## src/rtl/day1_pkg.sv

```systemverilog
// Shared types and constants for the day-1 dial engine.
// Holds the FSM state enum, default parameters and a width helper.
package day1_pkg;

  typedef enum logic [1:0] {
    ST_IDLE,
    ST_DIVIDE,
    ST_APPLY,
    ST_DONE
  } state_e;

  localparam int DEF_DIAL_SIZE   = 100;
  localparam int DEF_START_POS   = 50;
  localparam int DEF_MAG_WIDTH   = 16;
  localparam int DEF_COUNT_WIDTH = 32;

  // Width of a position register: max(1, clog2(n)).
  function automatic int pos_width(input int n);
    int w;
    w = $clog2(n);
    return (w < 1) ? 1 : w;
  endfunction

endpackage

```

## src/rtl/day1_seq_divider.sv

```systemverilog
// Restoring divider by a constant: one quotient bit per cycle, MSB first.
// Ports: clock, clear (sync), start, dividend -> busy, final_step, quotient, remainder.
module day1_seq_divider
  import day1_pkg::*;
#(
  parameter int DIVD_W  = 17,
  parameter int DIVISOR = 100
) (
  input  logic              clock,
  input  logic              clear,
  input  logic              start,
  input  logic [DIVD_W-1:0] dividend,
  output logic              busy,
  output logic              final_step,
  output logic [DIVD_W-1:0] quotient,
  output logic [DIVD_W-1:0] remainder
);

  localparam int TW    = DIVD_W + 1;
  localparam int CNT_W = $clog2(DIVD_W + 1);
  localparam logic [TW-1:0] DIV_E = TW'(DIVISOR);

  logic [DIVD_W-1:0] dvd_q, dvd_d;
  logic [DIVD_W-1:0] quo_q, quo_d;
  logic [DIVD_W-1:0] rem_q, rem_d;
  logic [CNT_W-1:0]  cnt_q, cnt_d;
  logic [TW-1:0]     trial;
  logic [TW-1:0]     diff;
  logic              ge;

  always_comb begin
    dvd_d = dvd_q;
    quo_d = quo_q;
    rem_d = rem_q;
    cnt_d = cnt_q;
    // Partial remainder stays below the divisor, so one extra bit
    // is enough to hold the shifted trial value.
    trial = {rem_q, dvd_q[DIVD_W-1]};
    diff  = trial - DIV_E;
    ge    = (trial >= DIV_E);
    if (start) begin
      dvd_d = dividend;
      quo_d = '0;
      rem_d = '0;
      cnt_d = CNT_W'(DIVD_W);
    end else if (cnt_q != '0) begin
      rem_d = ge ? diff[DIVD_W-1:0] : trial[DIVD_W-1:0];
      quo_d = {quo_q[DIVD_W-2:0], ge};
      dvd_d = dvd_q << 1;
      cnt_d = cnt_q - CNT_W'(1);
    end
  end

  always_ff @(posedge clock) begin
    if (clear) begin
      dvd_q <= '0;
      quo_q <= '0;
      rem_q <= '0;
      cnt_q <= '0;
    end else begin
      dvd_q <= dvd_d;
      quo_q <= quo_d;
      rem_q <= rem_d;
      cnt_q <= cnt_d;
    end
  end

  assign busy       = (cnt_q != '0);
  assign final_step = (cnt_q == CNT_W'(1));
  assign quotient   = quo_q;
  assign remainder  = rem_q;

endmodule

```

## src/rtl/day1_dial_engine.sv

```systemverilog
// Handshaked dial solver: position, part-1 and part-2 zero counts.
// Ports: clock, clear, instruction_* in; position, part*_result, done out. Macro: DAY1_FAST_PATH_EN.
module day1_dial_engine
  import day1_pkg::*;
#(
  parameter int DIAL_SIZE   = DEF_DIAL_SIZE,
  parameter int START_POS   = DEF_START_POS,
  parameter int MAG_WIDTH   = DEF_MAG_WIDTH,
  parameter int COUNT_WIDTH = DEF_COUNT_WIDTH,
  localparam int POS_W  = pos_width(DIAL_SIZE),
  localparam int DIVD_W = MAG_WIDTH + 1
) (
  input  logic                   clock,
  input  logic                   clear,
  input  logic                   instruction_valid,
  output logic                   instruction_ready,
  input  logic                   direction,
  input  logic [MAG_WIDTH-1:0]   magnitude,
  input  logic                   instruction_last,
  output logic [POS_W-1:0]       position,
  output logic [COUNT_WIDTH-1:0] part1_result,
  output logic [COUNT_WIDTH-1:0] part2_result,
  output logic                   done
);

  localparam logic [DIVD_W-1:0] N_D     = DIVD_W'(DIAL_SIZE);
  localparam logic [POS_W-1:0]  START_P = POS_W'(START_POS);

  state_e                 state_q, state_d;
  logic [POS_W-1:0]       pos_q, pos_d;
  logic [COUNT_WIDTH-1:0] p1_q, p1_d;
  logic [COUNT_WIDTH-1:0] p2_q, p2_d;
  logic                   dir_q, dir_d;
  logic                   last_q, last_d;

  logic                   xfer;
  logic [DIVD_W-1:0]      pos_e, off, dvd;
  logic                   div_start, div_busy, div_final;
  logic [DIVD_W-1:0]      div_quo, div_rem;
  logic                   apply, app_dir;
  logic [DIVD_W-1:0]      app_q, app_rem, new_pos;

  assign xfer = instruction_valid && instruction_ready;

  // Left turns are solved as right turns on the mirrored dial.
  always_comb begin
    pos_e = DIVD_W'(pos_q);
    off   = (direction || pos_e == '0) ? pos_e : N_D - pos_e;
    dvd   = {1'b0, magnitude} + off;
  end

  day1_seq_divider #(
    .DIVD_W  (DIVD_W),
    .DIVISOR (DIAL_SIZE)
  ) u_div (
    .clock      (clock),
    .clear      (clear),
    .start      (div_start),
    .dividend   (dvd),
    .busy       (div_busy),
    .final_step (div_final),
    .quotient   (div_quo),
    .remainder  (div_rem)
  );

  always_comb begin
    state_d   = state_q;
    pos_d     = pos_q;
    p1_d      = p1_q;
    p2_d      = p2_q;
    dir_d     = dir_q;
    last_d    = last_q;
    div_start = 1'b0;
    apply     = 1'b0;
    app_dir   = dir_q;
    app_q     = div_quo;
    app_rem   = div_rem;
    new_pos   = '0;

    unique case (state_q)
      ST_IDLE: begin
        if (xfer) begin
          dir_d  = direction;
          last_d = instruction_last;
`ifdef DAY1_FAST_PATH_EN
          // Small turns cross zero at most once: D < 2N.
          if ({1'b0, magnitude} < N_D) begin
            apply   = 1'b1;
            app_dir = direction;
            if (dvd >= N_D) begin
              app_q   = DIVD_W'(1);
              app_rem = dvd - N_D;
            end else begin
              app_q   = '0;
              app_rem = dvd;
            end
            state_d = instruction_last ? ST_DONE : ST_IDLE;
          end else begin
            div_start = 1'b1;
            state_d   = ST_DIVIDE;
          end
`else
          div_start = 1'b1;
          state_d   = ST_DIVIDE;
`endif
        end
      end
      ST_DIVIDE: begin
        if (div_final || !div_busy)
          state_d = ST_APPLY;
      end
      ST_APPLY: begin
        apply   = 1'b1;
        state_d = last_q ? ST_DONE : ST_IDLE;
      end
      ST_DONE: begin
        state_d = ST_DONE;
      end
      default: state_d = ST_IDLE;
    endcase

    if (apply) begin
      new_pos = (app_dir || app_rem == '0) ? app_rem : N_D - app_rem;
      pos_d   = new_pos[POS_W-1:0];
      p2_d    = p2_q + COUNT_WIDTH'(app_q);
      if (new_pos == '0)
        p1_d = p1_q + COUNT_WIDTH'(1);
    end
  end

  always_ff @(posedge clock) begin
    if (clear) begin
      state_q <= ST_IDLE;
      pos_q   <= START_P;
      p1_q    <= '0;
      p2_q    <= '0;
      dir_q   <= 1'b0;
      last_q  <= 1'b0;
    end else begin
      state_q <= state_d;
      pos_q   <= pos_d;
      p1_q    <= p1_d;
      p2_q    <= p2_d;
      dir_q   <= dir_d;
      last_q  <= last_d;
    end
  end

  assign instruction_ready = (state_q == ST_IDLE);
  assign done              = (state_q == ST_DONE);
  assign position          = pos_q;
  assign part1_result      = p1_q;
  assign part2_result      = p2_q;

endmodule
```

## config.mk

```make
export PLATFORM = sky130hd
export DESIGN_NAME = day1_dial_engine
export DESIGN_NICKNAME = d
export VERILOG_FILES = /design/src/rtl/day1_pkg.sv /design/src/rtl/day1_seq_divider.sv /design/src/rtl/day1_dial_engine.sv
export SDC_FILE = /design/constraint.sdc
export NUM_CORES = 1
export LEC_CHECK = 0
export ABC_AREA = 1
export CAP_MARGIN = 20
export CORE_AREA = 4 4 133 135
export DETAILED_ROUTE_END_ITERATION = 6
export DIE_AREA = 0 0 137 139
export MAX_ROUTING_LAYER = met4
export PLACE_DENSITY = 0.83
export SLEW_MARGIN = 20
export SYNTH_ARGS = -nofsm -noshare
export SYNTH_HDL_FRONTEND = slang
export SYNTH_HIERARCHICAL = 1
export SYNTH_SLANG_ARGS = --single-unit
```

## constraint.sdc

```tcl
create_clock -name clock -period 4.3 [get_ports clock]
set_input_delay 0.86 -clock clock [delete_from_list [all_inputs] [get_ports clock]]
set_output_delay 0.86 -clock clock [all_outputs]
set_load 0.01 [all_outputs]
```

=== Word level (Yosys, flattened, before mapping) ===
Index checks and enable logic that the tools add are counted.

* $add $sub $neg: 7
* Order comparisons: 1
* Equality and inequality tests: 6
* Mux-type cells: 14
* Reductions and logical operators: 15

{| class="wikitable"
|+ Operators with widths
! cell !! number
|-
| $mux 17 || 5
|-
| $logic_not 17->1 || 2
|-
| $add 32x1->32 const B || 1
|-
| $add 32x17->32 || 1
|-
| $ge 18x7->1 const B || 1
|-
| $add 16x17->17 || 1
|-
| $sub 17x7->17 const B || 1
|-
| $sub 7x17->17 const A || 1
|-
| $mux 5 || 2
|-
| $pmux 2 s4 || 1
|-
| $sub 7x7->8 const A || 1
|-
| $logic_not 7->1 || 1
|-
| $mux 2 || 3
|-
| $reduce_and 2->1 || 3
|-
| $eq 5x1->1 const B || 1
|-
| $reduce_bool 5->1 || 1
|-
| $sub 5x1->5 const B || 1
|-
| $eq 2x2->1 const B || 2
|-
| $logic_or 1x1->1 || 3
|-
| $mux 1 || 3
|-
| $eq 2x1->1 const B || 1
|-
| $logic_not 2->1 || 1
|-
| $ne 2x1->1 const B || 1
|-
| $ne 2x2->1 const B || 1
|-
| 4 further kinds || 4
|}

* Flip-flop bits (word level): 131
* Bits of input ports: 21
* Output and inout bits: 73
* Word-level logic and storage cells: 54

=== Longest topological paths before layout ===
* Depth after elaboration: 5
* Mapped depth: 22
* Mapped depth without buffers: 22

=== Modules after synthesis ===
Netlist, hierarchy kept.

{| class="wikitable"
|+ Modules (own cells, without submodules)
! module !! times used !! cells each !! area each (µm²) !! sequential area each (µm²)
|-
| day1_dial_engine || 1 || 1007 || 6175.9 || 1501.4
|-
| day1_seq_divider || 1 || 363 || 2715.1 || 1121.1
|}

=== Least setup slack after synthesis ===
Ideal clock, no wire load.

* Kind: input to register
* From: input direction
* To: register u_div.dvd_q[14]
* Arrival: 3.446 ns
* Data required time: 4.168 ns
* Slack: 0.722 ns
* Stages: 12
* Buffers on the path: 0
* Cell sequence: nor4_1 > ha_1 > a21oi_1 > o21ai_0 > a21boi_0 > o21ai_0 > nand2_1 > nand2_1 > nand2_1 > nand2_1 > a22oi_1 > a21oi_1

* Cells in the longest elaborated chain, start to end: 4

{| class="wikitable"
|+ RTL lines
! element !! RTL line !! source
|-
| start: declaration || day1_dial_engine.sv:17 || <nowiki>input logic direction,</nowiki>
|-
| $logic_or 1x1->1 || day1_dial_engine.sv:48 || <nowiki>off = (direction || pos_e == '0) ? pos_e : N_D - pos_e;</nowiki>
|-
| $mux 17 || day1_dial_engine.sv:48 ||
|-
| $add 16x17->17 || day1_dial_engine.sv:49 || <nowiki>dvd = {1'b0, magnitude} + off;</nowiki>
|-
| net dvd[14] || day1_dial_engine.sv:37 || <nowiki>logic [DIVD_W-1:0] pos_e, off, dvd;</nowiki>
|-
| $mux 17 || day1_seq_divider.sv:41 || <nowiki>if (start) begin</nowiki>
|-
| end signal: assignment || day1_seq_divider.sv:61 || <nowiki>dvd_q <= dvd_d;</nowiki>
|-
| end: declaration || day1_seq_divider.sv:23 || <nowiki>logic [DIVD_W-1:0] dvd_q, dvd_d;</nowiki>
|}

The timed path passes the listed nets, and every way through them passes these cells.
A chain may end at the register's enable or synchronous reset.

=== Final worst setup path ===
* From: input direction
* To: register u_div.dvd_q[13]

The elaborated chain is that of the path after synthesis.

==> flow_summary_export.csv <==
group,metric,value,unit
synthesis,synth-edff-count,0,
worst_setup_path,worstReg2RegStart,"position[0]",
power,vdd_drop_max,457,uV
sta,worst_pin_slew,840,ps
cells_and_area,layout-drive-gt1-share,0.0570,
cts,post_cts_buffers,0,
cts,clk_pin_slew,60,ps
synthesis,synthArstFlopShare,0,
route,wire_per_inst,13.7,um
worst_setup_path,startpoint_type,"input pin",
synthesis,synth_nets,1435,
floorplan,row_count,47,
synthesis,synth_top_area_frac,0.295,
grt,grt_pass1_vias,8310,
cts,clock_path_buffers,2,
cells_and_area,area_delta_synth_final,17.5,%
worst_setup_path,crit_path_top_delay_cell,"clkdlybuf4s50_1",
grt,grt_use_total,0.250,
power,p_leak,4.73,nW
grt,grt_pass1_wl,38600,um
route,drt-pass1-iter-count,5,
min_path,hp-class,"flop to flop",
floorplan,core-area,16500,um^2
worst_setup_path,crit_path_start,"direction",
synthesis,syn_area,8890,um^2
cts,insertion_delay,430,ps
cells_and_area,final_nets,1511,
placed_design,port-buffer-count,93,
cts,cts_resized,0,
worst_setup_path,slowest_delay,490,ps
worst_setup_path,crit_path_cell_trace,"clkdlybuf4s50_1 -> inv_1 -> nand2_1 -> nor2_1 -> xor2_1 -> inv_1 -> ha_1 -> nand3_1 -> nand2_1 -> a31oi_1 -> o21ai_0 -> a21boi_0 -> o21ai_0 -> nand2_1 -> nand3_1 -> nand2_1 -> a22oi_1 -> a21oi_1",
floorplan,die-area,19000,um^2
synthesis,post-synth-top-count-cell,"nand2_1",
cells_and_area,diodes,0,
cells_and_area,final_core_util,0.634,
cts,cts_tree,"done",
flow_run,cap_violations,0,
sta,slew_viol_final,0,
sta,relSlewSlack,0.439,
worst_setup_path,cp_common_cell,"nand2_1",
synthesis,ys_seq_area_frac,0.295,
worst_setup_path,end_kind,"flop",
worst_setup_path,required,4580,ps
power,p_per_area,519,nW/um^2
sta,min_period,3820,ps
worst_setup_path,reg2reg_depth,21,
route,drcViolationCount,0,
grt,grt_max_degree,63,
synthesis,synth_commonest_cells,"319 x nand2_1, 198 x inv_1, 148 x nor2_1",
sta,skew,9.72,ps
sta,fin_tns_setup,0,ps
worst_setup_path,critical_path_class,"input pin to flop",
cts,cts_hold_buf,0,
grt,grt_remaining_overflow,0,
worst_setup_path,cp.arrival,4100,ps
outcome,outcome,"complete, no violations",
placed_design,place_area,9880,um^2
route,drt_iter0_drc,757,
floorplan,start_util,0.540,
sta,hold_ws,480,ps
synthesis,yosysWarnings,6,
min_path,min_from,"u_div/dvd_q[1]",
placed_design,hpwl,16300,um
worst_setup_path,r2r_slack,630,ps
cts,cts.htree.levels,4,
cts,cts.sinks,131,
synthesis,synth_flop_cell,"dfxtp_1",
cts,cts_made_buffers,17,
route,vias,9084,
route,antenna_left,0,
placed_design,globalplace.congestion,0.926,
sta,rsz0062_at_grt,"false",
cells_and_area,final_cell_area,10400,um^2
synthesis,synth_cell_types,48,
power,p_total,0.00542,W
cts,clockRootBuffer,"clkbuf_16",
floorplan,die_width,137,um
min_path,min_to,"u_div/dvd_q[1]",
route,routed_via_density,5.42,
worst_setup_path,crit_fanout,6,
sta,fmax,0.262,GHz
sta,final_hold_viol_count,0,
route,finalWirelength,22900,um
synthesis,synth.avg_cell_area,6.49,um^2
sta,final-setup-viol-count,0,
synthesis,yosysTopAreaCell,"dfxtp_1",
floorplan,die_height,139,um
floorplan,io_pins,94,
worst_setup_path,reg2reg_to,"u_div/dvd_q[13]",
synthesis,synth_area_leaders,"dfxtp_1 29%, nand2_1 13%, inv_1 8.4%, nand3_1 7.1%, nor2_1 6.2%",
grt,antenna_found_initial,0,
synthesis,syn_inst,1370,
sta,period_share,0.888,
synthesis,synth-seq-cells,131,
min_path,hold_depth,2,
worst max-delay path: cells and delay by family:
family	cells	cell delay, ps
fa+ha+maj	1	340
compound gates	6	1360
xor+xnor	1	150
buf+inv	3	640
simple gates	7	730
cell families after synthesis:
family / count (synthesis) / synth area share
XOR/XNOR: 39 / 0.0384
AND/OR/NAND/NOR: 701 / 0.356
adder cells (fa/ha/maj): 44 / 0.0636
flip-flops: 131 / 0.295
AO/OA/AOI/OAI: 203 / 0.127
buffers and inverters: 252 / 0.119
area by class of cell:
| class | count | area, um^2 |
|---|---|---|
| fill | 1489 | 6020 |
| multi-input combinational | 987 | 5210 |
| sequential | 131 | 2620 |
| timing repair buffer | 104 | 1020 |
| inverter | 205 | 772 |
| clock buffer | 19 | 433 |
| tap | 220 | 275 |
| clock inverter | 11 | 115 |
metrics by stage:
| step | setup WS, ps | cells |
|---|---|---|
| after CTS | 532 | 1676 |
| after floorplan | 722 | 1370 |
| after global placement | 229 | 1646 |
| final | 481 | 1677 |
| after detailed placement | 92.2 | 1646 |
| after global routing | 114 | 1677 |
state kept, by name (all words and copies together) (netlist names):
| register | flops |
|---|---|
| app_dir | 1 |
| last_q | 1 |
| part1_result | 32 |
| part2_result | 32 |
| position | 7 |
| state_q | 2 |
| u_div/cnt_q | 5 |
| u_div/dvd_q | 17 |
| u_div/quotient | 17 |
| u_div/remainder | 17 |
placed cells by master (no fill, tap or decap), types with 10 or more instances in the layout:
cell	Yosys	routed
o21ai_0	66	66
nor3_1	16	16
nand3_1	126	126
nor2_1	148	148
a21oi_1	75	75
nand4_1	42	42
inv_1	198	198
clkdlybuf4s50_1	0	92
buf_4	5	10
clkbuf_16	0	17
a31oi_1	15	15
dfxtp_1	131	131
o211ai_1	10	10
ha_1	42	42
xor2_1	30	30
o22ai_1	18	18
nand2_1	319	319
routing by layer:
layer / share of wire / track usage / vias up
met4: 0.023 / 0.0835 / 0
li1: - / - / 4617
met3: 0.064 / 0.0508 / 39
met5: 0 / - / -
met1: 0.45 / 0.322 / 4154
met2: 0.46 / 0.392 / 274
worst max-delay path by stage:
stage	to	slack (ps)	cells after the start
floorplan	u_div/dvd_q[14]	720	12
global placement	u_div/dvd_q[14]	230	16
detailed placement	u_div/dvd_q[14]	90	16
CTS	u_div/dvd_q[14]	530	16
global route	u_div/dvd_q[13]	110	19
finish	u_div/dvd_q[13]	480	18
where the power goes:
part           total [W]  internal (W)  leakage, nW  switching [W]
sequential       0.00157       0.00137         1.06       0.000201
clock            0.00139      0.000840        0.272       0.000548
combinational    0.00246      0.000842         3.40        0.00162
total            0.00542       0.00305         4.73        0.00237
No activity file was read; power rests on OpenSTA's default activity.
